## src/rtl/serial_adder_if.sv

```systemverilog
`default_nettype none
// ============================================================================
//  Module   : serial_adder_if
//  Purpose  : Request/result bundle for the bit-serial adder.
//  Ports    : master - drives start, a, b, cin, sub; observes busy, done,
//                      sum, cout
//             slave  - the adder side of the same signals
//  Revision : 1.0 - initial release
// ============================================================================
interface serial_adder_if #(
   parameter int WIDTH = 8
);
   logic             start;
   logic [WIDTH-1:0] a;
   logic [WIDTH-1:0] b;
   logic             cin;
   logic             sub;
   logic             busy;
   logic             done;
   logic [WIDTH-1:0] sum;
   logic             cout;

   modport master (
      output start, a, b, cin, sub,
      input  busy, done, sum, cout
   );

   modport slave (
      input  start, a, b, cin, sub,
      output busy, done, sum, cout
   );
endinterface
`default_nettype wire

```

## src/rtl/serial_adder.sv

```systemverilog
`default_nettype none
// ============================================================================
//  Module   : serial_adder
//  Purpose  : Bit-serial ripple adder. One full-adder cell and a carry
//             flip-flop process the operands LSB-first, one bit per clock.
//             A start pulse in IDLE or DONE loads a, b, cin; after WIDTH
//             RUN cycles the sum and carry-out are registered and done
//             strobes for one cycle.
//  Ports    : clk   - rising-edge clock
//             rst_n - asynchronous active-low reset
//             bus   - serial_adder_if.slave (start, a, b, cin, sub in;
//                     busy, done, sum, cout out)
//  Macro    : SERIAL_ADDER_SUB_EN - when defined, sub=1 selects A - B - cin
//             with cout as the final borrow. When undefined, sub is ignored.
//  Revision : 1.0 - initial release
// ============================================================================
module serial_adder #(
   parameter int WIDTH = 8
) (
   input  logic          clk,
   input  logic          rst_n,
   serial_adder_if.slave bus
);

   localparam int             CNT_W = $clog2(WIDTH);
   localparam logic [CNT_W-1:0] LAST_BIT = CNT_W'(WIDTH - 1);

   typedef enum logic [1:0] {
      S_IDLE = 2'd0,
      S_RUN  = 2'd1,
      S_DONE = 2'd2
   } state_t;

   state_t             state;
   state_t             state_next;

   logic [WIDTH-1:0]   ra;
   logic [WIDTH-1:0]   rb;
   logic [WIDTH-1:0]   rs;
   logic               c;
   logic [CNT_W-1:0]   cnt;
   logic [WIDTH-1:0]   sum_reg;
   logic               cout_reg;

   logic               bit_s;
   logic               carry_add;
   logic               carry_next;
   logic               last;
   logic               accept;

`ifdef SERIAL_ADDER_SUB_EN
   logic               mode;
   logic               borrow_next;
`else
   logic               unused_sub;
   assign unused_sub = bus.sub;
`endif

   assign last   = (cnt == LAST_BIT);
   assign accept = bus.start && ((state == S_IDLE) || (state == S_DONE));

   // --------------------------------------------------------------------
   // Single-bit cell. Sum and difference share the same XOR; only the
   // carry/borrow term depends on the mode.
   // --------------------------------------------------------------------
   always_comb begin
      bit_s      = ra[0] ^ rb[0] ^ c;
      carry_add  = (ra[0] & rb[0]) | (ra[0] & c) | (rb[0] & c);
      carry_next = carry_add;
`ifdef SERIAL_ADDER_SUB_EN
      borrow_next = (~ra[0] & c) | (rb[0] & c) | (~ra[0] & rb[0]);
      if (mode) begin
         carry_next = borrow_next;
      end
`endif
   end

   // --------------------------------------------------------------------
   // FSM
   // --------------------------------------------------------------------
   always_ff @(posedge clk or negedge rst_n) begin
      if (!rst_n) begin
         state <= S_IDLE;
      end else begin
         state <= state_next;
      end
   end

   always_comb begin
      state_next = state;
      case (state)
         S_IDLE:  if (bus.start) state_next = S_RUN;
         S_RUN:   if (last)      state_next = S_DONE;
         S_DONE:  state_next = bus.start ? S_RUN : S_IDLE;
         default: state_next = S_IDLE;
      endcase
   end

   // --------------------------------------------------------------------
   // Datapath
   // --------------------------------------------------------------------
   always_ff @(posedge clk or negedge rst_n) begin
      if (!rst_n) begin
         ra       <= '0;
         rb       <= '0;
         rs       <= '0;
         c        <= 1'b0;
         cnt      <= '0;
         sum_reg  <= '0;
         cout_reg <= 1'b0;
`ifdef SERIAL_ADDER_SUB_EN
         mode     <= 1'b0;
`endif
      end else if (accept) begin
         ra  <= bus.a;
         rb  <= bus.b;
         c   <= bus.cin;
         cnt <= '0;
         rs  <= '0;
`ifdef SERIAL_ADDER_SUB_EN
         mode <= bus.sub;
`endif
      end else if (state == S_RUN) begin
         c   <= carry_next;
         // Result bits enter at the MSB; after WIDTH shifts the first
         // (least significant) bit has arrived at rs[0].
         rs  <= {bit_s, rs[WIDTH-1:1]};
         ra  <= ra >> 1;
         rb  <= rb >> 1;
         cnt <= cnt + CNT_W'(1);
         if (last) begin
            sum_reg  <= {bit_s, rs[WIDTH-1:1]};
            cout_reg <= carry_next;
         end
      end
   end

   assign bus.busy = (state == S_RUN);
   assign bus.done = (state == S_DONE);
   assign bus.sum  = sum_reg;
   assign bus.cout = cout_reg;

endmodule
`default_nettype wire

```

## src/flat_wrapper.sv

```systemverilog
// flat-port wrapper written by rule: the top's interface ports become plain ports
module serial_adder_flat 
#(
   parameter int WIDTH = 8
)
  (clk, rst_n, bus_start, bus_a, bus_b, bus_cin, bus_sub, bus_busy, bus_done, bus_sum, bus_cout);
  serial_adder_if #(.WIDTH(WIDTH)) bus_i ();
  input  logic clk;
  input  logic rst_n;
  input wire logic [$bits(bus_i.start)-1:0] bus_start;
  input wire logic [$bits(bus_i.a)-1:0] bus_a;
  input wire logic [$bits(bus_i.b)-1:0] bus_b;
  input wire logic [$bits(bus_i.cin)-1:0] bus_cin;
  input wire logic [$bits(bus_i.sub)-1:0] bus_sub;
  output wire logic [$bits(bus_i.busy)-1:0] bus_busy;
  output wire logic [$bits(bus_i.done)-1:0] bus_done;
  output wire logic [$bits(bus_i.sum)-1:0] bus_sum;
  output wire logic [$bits(bus_i.cout)-1:0] bus_cout;
  assign bus_i.start = bus_start;
  assign bus_i.a = bus_a;
  assign bus_i.b = bus_b;
  assign bus_i.cin = bus_cin;
  assign bus_i.sub = bus_sub;
  assign bus_busy = bus_i.busy;
  assign bus_done = bus_i.done;
  assign bus_sum = bus_i.sum;
  assign bus_cout = bus_i.cout;
  serial_adder #(.WIDTH(WIDTH)) u_core (.clk(clk), .rst_n(rst_n), .bus(bus_i));
endmodule
```

## config.mk

```make
export PLATFORM = sky130hd
export DESIGN_NAME = serial_adder_flat
export DESIGN_NICKNAME = d
export VERILOG_FILES = /design/src/rtl/serial_adder_if.sv /design/src/rtl/serial_adder.sv /design/src/flat_wrapper.sv
export SDC_FILE = /design/constraint.sdc
export NUM_CORES = 1
export LEC_CHECK = 0
export CORE_UTILIZATION = 59
export CTS_BUF_LIST = sky130_fd_sc_hd__clkbuf_4 sky130_fd_sc_hd__clkbuf_8
export CTS_CLUSTER_DIAMETER = 200
export DETAILED_ROUTE_END_ITERATION = 8
export GPL_ROUTABILITY_DRIVEN = 0
export GPL_TIMING_DRIVEN = 0
export PLACE_DENSITY = 0.95
export SYNTH_ARGS = -nofsm -noshare
export SYNTH_HDL_FRONTEND = slang
export SYNTH_SLANG_ARGS = --single-unit
```

## constraint.sdc

```tcl
create_clock -name clk -period 2.6 [get_ports clk]
set_input_delay 0.52 -clock clk [delete_from_list [all_inputs] [get_ports clk]]
set_output_delay 0.52 -clock clk [all_outputs]
set_load 0.005 [all_outputs]
```

==> impl_results.md, run 1 <==
* H-tree Lvls at 2
* Clk sinks at 38
* Number of synthesized register bits at 38
* Fmax at 0.424 GHz
* Largest net degree at the start of global routing at 39
* Ys Warns at 0
* CTS resizes at 0
* Die height at 59.9 µm
* CP top delay family: buffers and inverters
* Post-layout util at 78.2%
* First-pass GRT wire length at 5.81 mm
* Largest stage delay, worst path at 0.57 ns
* Syn_area_per_cell at 13.9 µm²
* CTS buffer count at 5
* Detail Route Antenna Nets at 0
* Setup violators final at 0
* Initial antenna violation count at 0
* Leak at 0.00117 µW
* CTS tree: done
* Power per cell area at 1070 mW/mm²
* Mapped Area at 0.00197 mm²
* Post-route DRC at 0
* Nets@finish at 202
* Reg clk slew, reported paths at 0.13 ns
* Crit. End Element: output port
* CTS Hold Buffers Added at 0
* Number of global-route vias before repair at 1272
* Final WS setup at 0.242 ns
* Pins Over Slew Limit at 0
* Clk Latency, worst-skew pair at 0.36 ns
* Initial DRC Count at 44
* Min cycle time layout at 2.36 ns
* HP Class: in -> async
* Crit path DAT at 1.84 ns
* Via/cell ratio at 5.46
* Crit-path cells: buf_6 > nor2b_1 > clkdlybuf4s50_1
* Slowest CP cell: clkdlybuf4s50_1
* Grt total ovfl at 0
* Area growth syn-to-layout at 22.9%
* Tot GR Track Use at 22.8%
* Data required, critical path at 2.08 ns
* Slew HR at 44.8%
* IO Count at 32
* Placement Setup Slack at 0.655 ns
* Crit-path max FO at 10
* Die area at 0.00358 mm²
* Final WL at 3.53 mm
* N_diodes at 0
* CP Launch Type: register
* Number of port buffers at 29
* Core Rows at 20
* Total number of vias at 1217
* Max IR drop VDD at 0.000739 V
* Register area share after synthesis at 48.2%
* Bufs and invs on worst path at 2
* Status: finished, final reports clean
* Die Wd at 59.9 µm
* Crit Path Class: reg -> out
* Syn_nets at 166
* Share of layout cells above drive strength 1 at 19.0%
* RSZ-0062 raised after global routing: false
* DPL Wire Length at 2.43 mm
* Initial Util at 63.6%
* Worst Tran Pin Value at 0.828 ns
* DR pass1 iterations at 4
* Mapped Cells at 142
* Core area at 0.00310 mm²
* Clk_skew at 0.0190 ns
* Netlist cell types at 20
* Routed len/inst at 15.8 µm
* Endpoints failing hold at 0
* Clk buf depth at 2
* Period utilisation layout at 90.7%
* CTS Root Cell: clkbuf_4
* Max Cap Violations at 0
* Setup tns final at 0 ns
* Post-CTS setup buffer count at 0
[cells in the mapped netlist]
cell,number,area [µm²]
nand3b_1,4,30.0
buf_2,3,15.0
nor2_1,1,3.75
mux2_2,1,11.3
o31ai_1,3,22.5
buf_12,1,20.0
buf_4,2,15.0
fa_1,1,20.0
buf_6,4,45.0
a21o_1,1,7.51
dfrtp_1,38,951
o21ai_0,2,10.0
ha_1,2,25.0
nor2b_1,3,18.8
a22o_1,7,61.3
xnor2_1,1,8.76
mux2i_1,47,470
mux2_4,14,210
inv_1,5,18.8
nand3_1,2,10.0
[routing by layer]
metal / up-vias / routed length, µm / global-route usage [%]
met2: 30 / 1770 / 36.0
li1: 580 / - / -
met3: 7 / 145 / 7.36
met4: 0 / 60 / 10.6
met1: 600 / 1550 / 28.2
met5: - / 0 / 0
[report_power, final]
part,internal [µW],switching [µW],total (µW)
Combinational,649,394,1040
Clock,326,204,530
Sequential,838,196,1030
[logic make-up (layout without fill, tap and decap cells)]
group / after synthesis / after routing / synth area share [%]
AND/OR/NAND/NOR: 10 / 10 / 3.17
XOR/XNOR: 1 / 1 / 0.444
flip-flops: 38 / 38 / 48.2
adder cells (fa/ha/maj): 3 / 3 / 2.28
multiplexers: 62 / 62 / 35.0
buffers and inverters: 15 / 52 / 5.77
AO/OA/AOI/OAI: 13 / 13 / 5.13
[final cells by class]
type | instances | area, µm²
Buffer | 10 | 95.1
Clock buffer | 6 | 51.3
Clock inverter | 2 | 60.1
Fill cell | 216 | 677
Inverter | 5 | 18.8
Multi-Input combinational cell | 89 | 910
Sequential cell | 38 | 951
Tap cell | 44 | 55.1
Timing Repair Buffer | 29 | 285
[worst paths after layout]
path                                        start                 to  slack (ns)  depth (start not counted)
worst max-delay path              u_core.state[1]           bus_busy        0.24                          3
worst min-delay path                        rst_n  u_core.bus.sum[4]        0.24                          1
worst max register to register      u_core.cnt[0]  u_core.bus.sum[7]        1.06                          5
worst min register to register  u_core.bus.sum[6]  u_core.bus.sum[6]        0.52                          1
max in group asynchronous                   rst_n    u_core.bus.cout        1.83                          1
min in group clk                u_core.bus.sum[6]  u_core.bus.sum[6]        0.52                          1
[layout by cell type, fill, tap and decap left out]
cell | synthesis | final
clkdlybuf4s50_1 | 0 | 28
dfrtp_1 | 38 | 38
nand3b_1 | 4 | 4
mux2_4 | 14 | 14
mux2_2 | 1 | 1
o31ai_1 | 3 | 3
clkbuf_4 | 0 | 5
buf_6 | 4 | 4
clkbuf_8 | 0 | 1
mux2i_1 | 47 | 47
buf_12 | 1 | 1
nand3_1 | 2 | 2
inv_1 | 5 | 5
bufinv_16 | 0 | 2
o21ai_0 | 2 | 2
a22o_1 | 7 | 7
xnor2_1 | 1 | 1
nor2b_1 | 3 | 3
buf_4 | 2 | 2
fa_1 | 1 | 1
nor2_1 | 1 | 1
ha_1 | 2 | 2
a21o_1 | 1 | 1
buf_2 | 3 | 4
[per-stage QoR]
stage          hold slack (ns)  area (µm²)  total power, µW  instances
5_1_grt                  0.285        2430             2780        223
3_3_place_gp             0.494        2320             2020        215
6_report                 0.238        2430             2610        223
3_5_place_dp             0.492        2310             2100        215
4_1_cts                  0.276        2430             2630        223
2_1_floorplan            0.224        1970             1750        142
[worst reg2reg max path: stages (launching register included)]
cell and delay (ns):
dfrtp_1 0.42, ha_1 0.21, ha_1 0.19, nand3b_1 0.11, buf_6 0.19, mux2_4 0.31
Power figures use the tool's default switching activity.
==> inputs of run 2 (changes only) <==
--- a/config.mk
+++ b/config.mk
@@ -5,6 +5,7 @@
 export SDC_FILE = /design/constraint.sdc
 export NUM_CORES = 1
 export LEC_CHECK = 0
+export CORE_MARGIN = 2
 export CORE_UTILIZATION = 59
 export CTS_BUF_LIST = sky130_fd_sc_hd__clkbuf_4 sky130_fd_sc_hd__clkbuf_8
 export CTS_CLUSTER_DIAMETER = 200
==> constraint.sdc (replaced) <==
create_clock -name clk -period 2.6 [get_ports clk]
set_input_delay 0.52 -clock clk [delete_from_list [all_inputs] [get_ports clk]]
set_output_delay 0.52 -clock clk [all_outputs]
set_load 0.05 [all_outputs]
==> impl_results.md, run 2 (same netlist as run 1, synthesis figures left out) <==
* Status: finished, final reports clean
* CTS tree: done
* Setup violators final at 0
* Total Power at 2660 µW
* Slew HR at 45.6%
* Tot GR Track Use at 21.5%
* Reg2reg end: u_core.bus.sum[5]
* Largest stage delay, worst path at 0.58 ns
* Reg clk slew, reported paths at 0.12 ns
* Routed len/inst at 15.7 µm
* Power share of the clock group at 12.3%
* DP Cell Count at 217
* Final WL at 3.54 mm
* Max Cap Violations at 0
* CTS Root Cell: clkbuf_4
* Clk Latency, worst-skew pair at 0.35 ns
* Period utilisation layout at 90.8%
* Die area at 0.00383 mm²
* CTS Hold Buffers Added at 0
* Nets@finish at 202
* Crit-path cells: buf_6 > nor2b_1 > dlygate4sd2_1
* Crit Path Class: reg -> out
* Via/cell ratio at 5.38
* Core area at 0.00328 mm²
* Data required, critical path at 2.08 ns
* Slowest CP cell: dlygate4sd2_1
* Area growth syn-to-layout at 20.5%
* IO Count at 32
* H-tree Lvls at 2
* Most frequent cells in the layout: mux2i_1, dfrtp_1, clkdlybuf4s50_1
* Clk buf depth at 2
* P_sw at 1040 µW
* Number of global-route vias before repair at 1226
* Worst Tran Pin Value at 0.816 ns
* CTS buffer count at 5
* Min cycle time layout at 2.36 ns
* DR pass1 iterations at 4
* N_diodes at 0
* First-pass GRT wire length at 5.87 mm
* Endpoints failing hold at 0
* FF-to-FF path depth at 5
* DPL Wire Length at 2.59 mm
* R2R setup slack at 1.02 ns
* Reg2Reg Launch Point: u_core.cnt[0]
* Post-CTS setup buffer count at 0
* Sw frac at 39.3%
* Power per cell area at 1120 mW/mm²
* Initial DRC Count at 38
* Most common cell after layout, fill and taps aside: mux2i_1
* Detail Route Antenna Nets at 0
* Combinational share of power at 48.6%
* Pint at 1610 µW
* Die Wd at 61.9 µm
* RSZ-0062 raised after global routing: false
* Core Rows at 21
* Crit. End Element: output port
* Setup tns final at 0 ns
* Clk sinks at 38
* Fmax at 0.424 GHz
* Number of port buffers at 29
* Initial Util at 60.1%
* Initial antenna violation count at 0
* Final Non-Filler Cells at 225
* Total number of vias at 1211
* Max IR drop VDD at 0.000525 V
* Post-route DRC at 0
* Grt total ovfl at 0
* Die height at 61.9 µm
* Crit-path max FO at 10
* Largest net degree at the start of global routing at 39
* Pins Over Slew Limit at 0
* Crit path DAT at 1.84 ns
* HP Class: in -> async
* CTS resizes at 2
* Reg power frac at 39.1%
* Leak at 0.00115 µW
* Clk_skew at 0.00810 ns
* CP Launch Type: register
* # fillers at 218
* Share of layout cells above drive strength 1 at 19.0%
[run 2: changes by cell type in the layout (fill, tap and decap cells not counted), sizes merged]
cell	before	now
bufinv	2	0
clkinvlp	0	1
clkinv	0	1
dlygate4sd2	0	2
clkdlybuf4s50	28	26
[run 2: how the worst max path moves through the flow]
stage | start | to | slack, ns | cells after the start
floorplan | u_core.state[1] | bus_done | 0.69 | 3
global placement | rst_n | u_core.ra[4] | 0.20 | 1
detailed placement | u_core.state[1] | bus_busy | 0.31 | 3
CTS | u_core.state[1] | bus_busy | 0.20 | 3
global route | u_core.state[1] | bus_busy | 0.13 | 3
finish | u_core.state[1] | bus_busy | 0.24 | 3
[run 2: per-layer routing]
layer	GRT usage, %	wire (µm)
met5	0	0
met4	5.47	31
met3	6.21	132
met2	37.7	1850
met1	25.9	1530
[run 2: power groups by stage]
stage | registers (µW) | clock network (µW) | logic [µW]
2_1_floorplan | 1200 | 0 | 785
3_3_place_gp | 1020 | 0 | 1240
3_5_place_dp | 1050 | 0 | 1310
4_1_cts | 1040 | 340 | 1300
5_1_grt | 1070 | 360 | 1400
6_report | 1040 | 327 | 1290
[run 2: critical path: cells and delay by family (launching register included)]
kind | cells | cell delay, ns
buf+inv | 2 | 0.75
simple gates | 1 | 0.31
flops | 1 | 0.43
[run 2: cell type report]
cell class                 count  area (µm²)  area share, %
buffer                        10        95.1           4.00
clock inverter                 2        12.5          0.526
timing repair buffer          29         283           11.9
clock buffer                   6        51.3           2.16
multi-input combinational     89         910           38.2
tap                           46        57.6           2.42
inverter                       5        18.8          0.789
sequential                    38         951           40.0
[run 2: through the flow]
step | hold slack, ns | area, µm² | utilization (%) | setup slack, ns
final | 0.246 | 2380 | 72.4 | 0.240
after global routing | 0.313 | 2380 | 72.4 | 0.130
after CTS | 0.258 | 2380 | 72.4 | 0.201
after detailed placement | 0.503 | 2320 | 70.6 | 0.313
after global placement | 0.494 | 2320 | 70.7 | 0.199
after floorplan | 0.224 | 1970 | - | 0.689
==> inputs of run 3 (changes only) <==
--- a/config.mk
+++ b/config.mk
@@ -12,6 +12,7 @@
 export DETAILED_ROUTE_END_ITERATION = 8
 export GPL_ROUTABILITY_DRIVEN = 0
 export GPL_TIMING_DRIVEN = 0
+export HOLD_SLACK_MARGIN = 0.06
 export PLACE_DENSITY = 0.95
 export SYNTH_ARGS = -nofsm -noshare
 export SYNTH_HDL_FRONTEND = slang
==> results of run 3 <==
Final layout, timing and power as in run 2 (identical DEF).
